`config.mk`:
```
export PLATFORM = sky130hd
export DESIGN_NAME = decode_result_arbiter
export DESIGN_NICKNAME = d
export VERILOG_FILES = /design/src/rtl/decode_result_arbiter.sv
export SDC_FILE = /design/constraint.sdc
export NUM_CORES = 2
export LEC_CHECK = 0
export BUFFER_PORTS_ARGS = -buffer_cell sky130_fd_sc_hd__clkbuf_2
export CAP_MARGIN = 20
export CORE_AREA = 2 2 381 383
export DETAILED_ROUTE_END_ITERATION = 16
export DIE_AREA = 0 0 383 385
export PLACE_DENSITY = 0.49
export SYNTH_ARGS = -nofsm -noshare
export SYNTH_HDL_FRONTEND = slang
export SYNTH_SLANG_ARGS = --single-unit
export TNS_END_PERCENT = 5
```
`constraint.sdc`:
```
create_clock -name clock_i -period 52.2 [get_ports clock_i]
set_clock_uncertainty 0.15 [all_clocks]
set_input_delay 2.61 -clock clock_i [delete_from_list [all_inputs] [get_ports clock_i]]
set_output_delay 2.61 -clock clock_i [all_outputs]
set_load 0.01 [all_outputs]
```
`src/rtl/decode_result_arbiter.sv`:
```
// -----------------------------------------------------------------------------
// decode_result_arbiter
//
// Merges the results of several format-specific decoders into one stream
// toward the dispatch stage. Each decoder source owns a single holding slot.
// Every cycle the occupied slot with the smallest major instruction ID is
// forwarded through a registered output stage. A source sees back-pressure
// whenever its slot is full and is not being drained in the same cycle.
//
// Ports
//   clock_i      : clock
//   reset_i      : synchronous active-high reset
//   valid_i      : per-source result valid
//   payload_i    : per-source payload, source k at [k*payloadWidth +: payloadWidth]
//   majId_i      : per-source major ID, packed the same way as payload_i
//   stall_i      : downstream cannot accept a result this cycle
//   stall_o      : per-source back-pressure (source holds valid/payload)
//   enable_o     : registered output valid
//   payload_o    : registered forwarded payload
//   majId_o      : registered forwarded major ID
//   sourceId_o   : registered index of the winning source
//   occupancy_o  : number of occupied slots (reflects state after the edge)
// -----------------------------------------------------------------------------
module decode_result_arbiter #(
    parameter int numSources              = 4,
    parameter int sourceIdWidth           = 2,
    parameter int payloadWidth            = 128,
    parameter int instructionCounterWidth = 64
) (
    input  logic                                          clock_i,
    input  logic                                          reset_i,
    input  logic [numSources-1:0]                         valid_i,
    input  logic [numSources*payloadWidth-1:0]            payload_i,
    input  logic [numSources*instructionCounterWidth-1:0] majId_i,
    input  logic                                          stall_i,
    output logic [numSources-1:0]                         stall_o,
    output logic                                          enable_o,
    output logic [payloadWidth-1:0]                       payload_o,
    output logic [instructionCounterWidth-1:0]            majId_o,
    output logic [sourceIdWidth-1:0]                      sourceId_o,
    output logic [sourceIdWidth:0]                        occupancy_o
);

    // -------------------------------------------------------------------------
    // Holding slots
    // -------------------------------------------------------------------------
    logic [numSources-1:0]              r_slot_valid;
    logic [payloadWidth-1:0]            r_slot_payload [numSources];
    logic [instructionCounterWidth-1:0] r_slot_maj_id  [numSources];

    // Unpacked views of the packed input buses
    logic [payloadWidth-1:0]            w_in_payload [numSources];
    logic [instructionCounterWidth-1:0] w_in_maj_id  [numSources];

    // Per-source handshake
    logic [numSources-1:0]              w_grant;
    logic [numSources-1:0]              w_capture;

    // Selection result
    logic                               w_any;
    logic [sourceIdWidth-1:0]           w_sel_idx;
    logic [instructionCounterWidth-1:0] w_sel_maj_id;
    logic [payloadWidth-1:0]            w_sel_payload;

    // Output registers
    logic                               r_enable;
    logic [payloadWidth-1:0]            r_payload;
    logic [instructionCounterWidth-1:0] r_maj_id;
    logic [sourceIdWidth-1:0]           r_source_id;

    logic [sourceIdWidth:0]             w_occupancy;

    // -------------------------------------------------------------------------
    // Input unpacking and per-source handshake
    // -------------------------------------------------------------------------
    generate
        for (genvar gi = 0; gi < numSources; gi++) begin : g_src
            assign w_in_payload[gi] = payload_i[gi*payloadWidth +: payloadWidth];
            assign w_in_maj_id[gi]  = majId_i[gi*instructionCounterWidth +: instructionCounterWidth];

            // Only the selected slot can be granted, and only when downstream
            // accepts; this guarantees a one-hot (or empty) grant vector.
            assign w_grant[gi] = w_any & ~stall_i &
                                 (w_sel_idx == sourceIdWidth'(gi));

            // A full slot that is drained this cycle can be refilled on the
            // same edge, which is what lets a single source stream at one
            // result per cycle.
            assign stall_o[gi]   = r_slot_valid[gi] & ~w_grant[gi];
            assign w_capture[gi] = valid_i[gi] & ~stall_o[gi];
        end
    endgenerate

    // -------------------------------------------------------------------------
    // Selection: smallest major ID among occupied slots. The scan runs from
    // source 0 upward with a strict less-than, so equal IDs keep the lower
    // source index. IDs are compared as plain unsigned numbers; wrap-around
    // of the instruction counter is not considered.
    // -------------------------------------------------------------------------
    always_comb begin
        w_any         = 1'b0;
        w_sel_idx     = '0;
        w_sel_maj_id  = '0;
        w_sel_payload = '0;
        for (int k = 0; k < numSources; k++) begin
            if (r_slot_valid[k] && (!w_any || (r_slot_maj_id[k] < w_sel_maj_id))) begin
                w_any         = 1'b1;
                w_sel_idx     = sourceIdWidth'(k);
                w_sel_maj_id  = r_slot_maj_id[k];
                w_sel_payload = r_slot_payload[k];
            end
        end
    end

    // -------------------------------------------------------------------------
    // Slot valid bits. Capture takes priority over the clear caused by a
    // grant so that drain-and-refill on one edge leaves the slot occupied.
    // -------------------------------------------------------------------------
    always_ff @(posedge clock_i) begin
        if (reset_i) begin
            r_slot_valid <= '0;
        end else begin
            for (int k = 0; k < numSources; k++) begin
                if (w_capture[k]) begin
                    r_slot_valid[k] <= 1'b1;
                end else if (w_grant[k]) begin
                    r_slot_valid[k] <= 1'b0;
                end
            end
        end
    end

    // Slot data needs no reset: it is only ever observed while its valid bit
    // is set, and reset clears every valid bit, discarding in-flight entries.
    always_ff @(posedge clock_i) begin
        for (int k = 0; k < numSources; k++) begin
            if (w_capture[k]) begin
                r_slot_payload[k] <= w_in_payload[k];
                r_slot_maj_id[k]  <= w_in_maj_id[k];
            end
        end
    end

    // -------------------------------------------------------------------------
    // Output stage. While downstream stalls everything holds, including the
    // valid flag, so the consumer sees a stable result until it accepts.
    // When no slot is occupied only the valid flag drops; the data fields
    // keep the last forwarded result.
    // -------------------------------------------------------------------------
    always_ff @(posedge clock_i) begin
        if (reset_i) begin
            r_enable    <= 1'b0;
            r_payload   <= '0;
            r_maj_id    <= '0;
            r_source_id <= '0;
        end else if (!stall_i) begin
            r_enable <= w_any;
            if (w_any) begin
                r_payload   <= w_sel_payload;
                r_maj_id    <= w_sel_maj_id;
                r_source_id <= w_sel_idx;
            end
        end
    end

    // -------------------------------------------------------------------------
    // Occupancy: population count of the slot valid register, so it always
    // reflects the state left by the most recent edge.
    // -------------------------------------------------------------------------
    always_comb begin
        w_occupancy = '0;
        for (int k = 0; k < numSources; k++) begin
            w_occupancy = w_occupancy + (sourceIdWidth+1)'(r_slot_valid[k]);
        end
    end

    assign enable_o    = r_enable;
    assign payload_o   = r_payload;
    assign majId_o     = r_maj_id;
    assign sourceId_o  = r_source_id;
    assign occupancy_o = w_occupancy;

endmodule

```
======== Word-level counts from Yosys, hierarchy flattened ========
Memory sizes are Yosys's and may differ from the RTL's.
Index checks and enable logic that the tools add are counted.
storage, ports and cells
  register bits after elaboration ......... 199
  memories ................................ 2
  logic and storage cells ................. 87
  output and inout port bits .............. 202
  memory bits (read-only) ................. 0
  bits in writable memories ............... 768
  latch bits .............................. 0
  bits of input ports ..................... 775
cells by class
  muxes and demuxes ....................... 31
  equal/unequal tests ..................... 3
  shift-type cells ........................ 0
  $add $sub $neg .......................... 3
  $mul .................................... 0
  $lt $le $gt $ge ......................... 3
  reduce and logical (&&, ||, !) cells .... 15
  bitwise operators ....................... 22
  divide/modulo/power cells ............... 0
memories
  memory          words  bits a word  read ports  clocked after Yosys merged registers in  write ports  line  RTL
  r_slot_payload  4      128          4           0                                        4            48    logic [payloadWidth-1:0] r_slot_payload [numSources];
  r_slot_maj_id   4      64           4           0                                        4            49    logic [instructionCounterWidth-1:0] r_slot_maj_id [numSources];
operators with widths
  operator                                                               number
  128-bit two-way mux                                                    4
  64-bit two-way mux                                                     4
  64-bit less-than comparator                                            3
  1-bit two-way mux                                                      21
  1-bit bitwise AND                                                      13
  1-bit inverter                                                         9
  2-bit nonzero test                                                     4
  2-bit equality test, second input constant                             2
  2-bit two-way mux                                                      2
  2-bit by 1-bit adder with 3-bit output                                 1
  3-bit by 1-bit adder with 3-bit output                                 1
  1-bit logical AND                                                      3
  1-bit zero test                                                        3
  1-bit logical OR                                                       3
  1-bit by 1-bit adder with 2-bit output                                 1
  2-bit by 1-bit equality test with 1-bit output, second input constant  1
  2-bit zero test                                                        1
  2-bit AND reduction                                                    1

======== Depth between registers and ports, before layout ========
An unclocked memory read counts as a cell.
  depth after elaboration ................. 22
  depth in mapped cells ................... 45
  gate-level depth less buffers ........... 33

======== Least setup slack after synthesis ========
OpenSTA, ideal clock, no wires.
  path kind ............................... reg2reg
  start point ............................. register r_slot_valid[0]
  end point ............................... memory r_slot_maj_id[3][0], enable pin
  required time ........................... 51238 ps
  path buffers ............................ 8
  slack ................................... 34757 ps
  period minus slack after synthesis ...... 17443 ps
  library setup time ...................... 812 ps
  data arrival time ....................... 16482 ps
  cell stages (with the launch flop) ...... 41
  path through ............................ dfxtp_1 > buf_2 > clkbuf_1 > buf_1 > nand2_1 > ha_1 > a21oi_1 > o21ai_0 > a221oi_1 > o2bb2ai_1 > a31oi_1 > a31o_1 > clkbuf_1 > clkbuf_1 > clkbuf_1 > nor2_1 > a21oi_1 > ha_1 > [... 5 more ...] > o211ai_1 > nor2_1 > a21oi_1 > buf_2 > buf_2 > nand2_1 > o21ai_0 > ha_1 > a21o_1 > a21o_1 > a21oi_1 > nor2_1 > a211oi_1 > o21ai_0 > a21o_1 > a21oi_1 > a21oi_1 > o22ai_1
RTL lines
  item                               line  RTL
  from (decl)                        47    logic [numSources-1:0] r_slot_valid;
  from (signal assigned)             121   r_slot_valid <= '0;
  from (signal, indexed assignment)  125   r_slot_valid[k] <= 1'b1;
  from (signal, indexed assignment)  127   r_slot_valid[k] <= 1'b0;
  to (decl)                          49

======== Final worst setup path ========
  start point ............................. register r_slot_valid[0]
  end point ............................... output stall_o[0]
on the way
  longest elaborated chain between the ends .. 17
  elaborated cells on any way between the ends .. 27
  those cells by class .................... 3 x order compare; 10 x mux; 4 x bitwise; 10 x reduce/logical
ends and longest elaborated chain
  item                                                                   line    RTL
  64-bit two-way mux / 1-bit two-way mux (equally long branches)         106     if (r_slot_valid[k] && (!w_any || (r_slot_maj_id[k] < w_sel_maj_id))) begin
  64-bit less-than comparator / 1-bit zero test (equally long branches)  106
  1-bit logical OR                                                       106
  1-bit logical AND                                                      106
  64-bit two-way mux / 1-bit two-way mux (equally long branches)         106
  64-bit less-than comparator / 1-bit zero test (equally long branches)  106
  1-bit logical OR                                                       106
  1-bit logical AND                                                      106
  64-bit two-way mux / 1-bit two-way mux (equally long branches)         106
  64-bit less-than comparator / 1-bit zero test (equally long branches)  106
  1-bit logical OR                                                       106
  1-bit logical AND                                                      106
  1-bit two-way mux / 2-bit two-way mux (equally long branches)          106
  1-bit bitwise AND / 2-bit zero test (equally long branches)            83, 84
  1-bit bitwise AND                                                      83      assign w_grant[gi] = w_any & ~stall_i &
  1-bit inverter                                                         89      assign stall_o[gi] = r_slot_valid[gi] & ~w_grant[gi];
  1-bit bitwise AND *                                                    89
  to (decl)                                                              36      output logic [numSources-1:0] stall_o,
Every way passes the cells marked *; elsewhere a longest branch is shown, timed or not.

==> out/results.txt <==
status: complete, no violations
Resized Gates After CTS: 0
min cycle time layout: 16,020 ps
Cells after Synth: 3,410
Power Dens Cells: 42.5 nW/µm²
max_cap viols: 0
clock-pin slew on the worst setup and hold paths: 60 ps
Tot GR Track Use: 22.9%
RSZ-0062 raised after global routing: false
global-route wire length before repair: 242 mm
NetSw: 0.000688 W
Worst Hold Class: register to register
number of synthesized flops with an enable pin: 768
FILL cells: 14,200
crit path kind: register to output port
clk sinks: 967
Synth Cell Area: 42,000 µm²
Ys Warns: 0
final instance area: 52,400 µm²
Synth area leader: edfxtp_1
total gr overflow: 0
CTS tree: built
Ports: 977
top post-synthesis cells by count: 768 x edfxtp_1, 494 x nand2_1, 274 x nand3_1, 264 x o211ai_1, 211 x clkbuf_1
post-place setup slack: 36,630 ps
drc violations: 0
WL per Instance: 27.6 µm
DR vias: 32,500
H-tree depth: 3
later-pin clock latency in the skew report: 730 ps
FF+latch area: 27,000 µm²
P&R area growth vs syn: 25.0%
Worst setup SP type: register
via-per-instance ratio: 5.16
syn nets: 4,378
First-pass DRT Iterations: 6
Area contributors post-synth: edfxtp_1 55%, dfxtp_1 9.5%, ha_1 5.7%
combinational share of power: 19.5%
Critical Path Fanout Max: 168
fmax: 62.4 MHz
multi-input logic area: 13,800 µm²
worst-margin pin slew: 1100 ps
die height: 385 µm
Sw Share: 30.9%
Placed Instance Area: 48,600 µm²
die area: 147,000 µm²
WP data arrival: 13,260 ps
Req. time, crit path: 49,440 ps
largest net degree at the start of global routing: 169
Rows: 139
Max Buffers Root-to-Sink: 3
top-area cell type share of the netlist area: 55.0%
Buf+Inv Stages, Crit Path: 5
fin crit share: 30.7%
Post-DP HPWL: 124 mm
vias in the first global route: 32,400
Die Width: 383 µm
Final setup violation count: 0
internal power: 0.00154 W
clock power share: 36.2%
Core ar.: 143,000 µm²
delay-heaviest family, CP: simple AND/OR/NAND/NOR gates
VDD IR max: 0.0281 mV
clk root buf: clkbuf_16
register area share after synthesis: 64.5%
Netlist cell types: 58
P_leak: 20.8 nW
# nets final: 5,239
port bufs: 976
hold bufs inserted after CTS: 0
flops & latches, synth: 967
layout cell share with drive strength beyond 1: 27.8%
initial core utilization: 29.3%
Post-CTS Setup Inserts: 0
Max Slew Vio Count: 0
Hold WS: 319 ps
routability congestion estimate: 0.881
number of buffers created by CTS: 111
top_reg_cell synth: edfxtp_1
1st-iter DRT viols: 2,499
Antenna Nets Post-Route: 0
Critical Path Max Stage Delay: 810 ps
sequential power share: 44.3%
crit path capture type: output port
most used cell, CP: a21oi_1
final WL: 174 mm
Fin Setup TNS: 0 ps
CP max stage cell: nor4_1
initial antenna violation count: 61
final worst slack: 36,180 ps
Final Hold Fails: 0
slew margin rel.: 26.7%
asr flop ratio synth: 0%
top-count cell post-synth: edfxtp_1
synthesized area per cell: 12.3 µm²
[state kept, by name, summed over array words and instances, names as in the netlist]
register and flops:
r_slot_maj_id 256, r_slot_valid 4, majId_o 64, sourceId_o 2, payload_o 128, enable_o 1, r_slot_payload 512
[area by class of cell]
class                           instances  area share [%]
Sequential cell                       967            51.6
Antenna cell                           24           0.115
Timing Repair Buffer                 1026            10.1
Inverter                               17           0.122
Clock inverter                         65            1.44
Multi-Input combinational cell       2148            26.3
Tap cell                             1903            4.54
Clock buffer                          144            5.77
[power by group through the flow]
| stage | Sequential [W] | Combinational, W | Clock [W] |
|---|---|---|---|
| 5_1_grt | 0.000994 | 0.000477 | 0.000854 |
| 3_3_place_gp | 0.00100 | 0.000437 | 0 |
| 4_1_cts | 0.000986 | 0.000441 | 0.000825 |
| 6_report | 0.000987 | 0.000435 | 0.000807 |
| 2_1_floorplan | 0.00101 | 0.000235 | 0 |
| 3_5_place_dp | 0.00100 | 0.000439 | 0 |
[metrics by stage]
step	utilization (%)	std cells	power, W
CTS	36.6	6269	0.00225
detailed placement	33.9	6060	0.00144
floorplan	-	3410	0.00125
finish	36.6	6294	0.00223
global placement	33.9	6060	0.00144
global route	36.6	6290	0.00233
[tightest hold or removal path: cells and delay by family (launching register included)]
kind	cells	cell delay (ps)
compound gates	1	50
flops	1	320
simple gates	1	50
[logic make-up after synthesis]
family          Yosys count  synth area share (%)
simple gates           1128                  13.1
buf+inv                 295                  2.91
fa+ha+maj               193                  5.77
compound gates          827                  13.7
flops                   967                  64.5
[cells in the final DEF (no fill, tap or decap), types with 7 or more instances in the layout]
cell type and n:
a21o_1 35, a21oi_1 129, buf_4 48, bufinv_16 11, clkbuf_1 23, clkbuf_16 113
clkbuf_2 975, clkbuf_8 8, clkinv_1 17, clkinv_2 18, dfxtp_1 198, diode_2 24
edfxtp_1 768, ha_1 192, inv_1 17, nand2_1 494, nand3_1 273, nand4_1 29
nor2_1 90, nor2b_1 7, nor3_1 14, nor3b_1 191, o211ai_1 264, o21ai_0 96
o311ai_0 60, o31ai_1 192
[per-layer routing]
metal	wire [µm]	GRT usage, %
met1	71800	29.2
met2	83100	37.8
met3	13000	5.81
met4	5560	7.48
met5	366	0
[final timing paths]
path / start / endpoint / slack, ps / cells after the start
setup reg to reg: r_slot_valid[0] / r_slot_payload[2][59] / 36990 / 37
setup / recovery: r_slot_valid[0] / stall_o[0] / 36180 / 36
hold / removal: enable_o / enable_o / 320 / 2
hold reg to reg: enable_o / enable_o / 320 / 2
(Power assumes the default switching activity.)
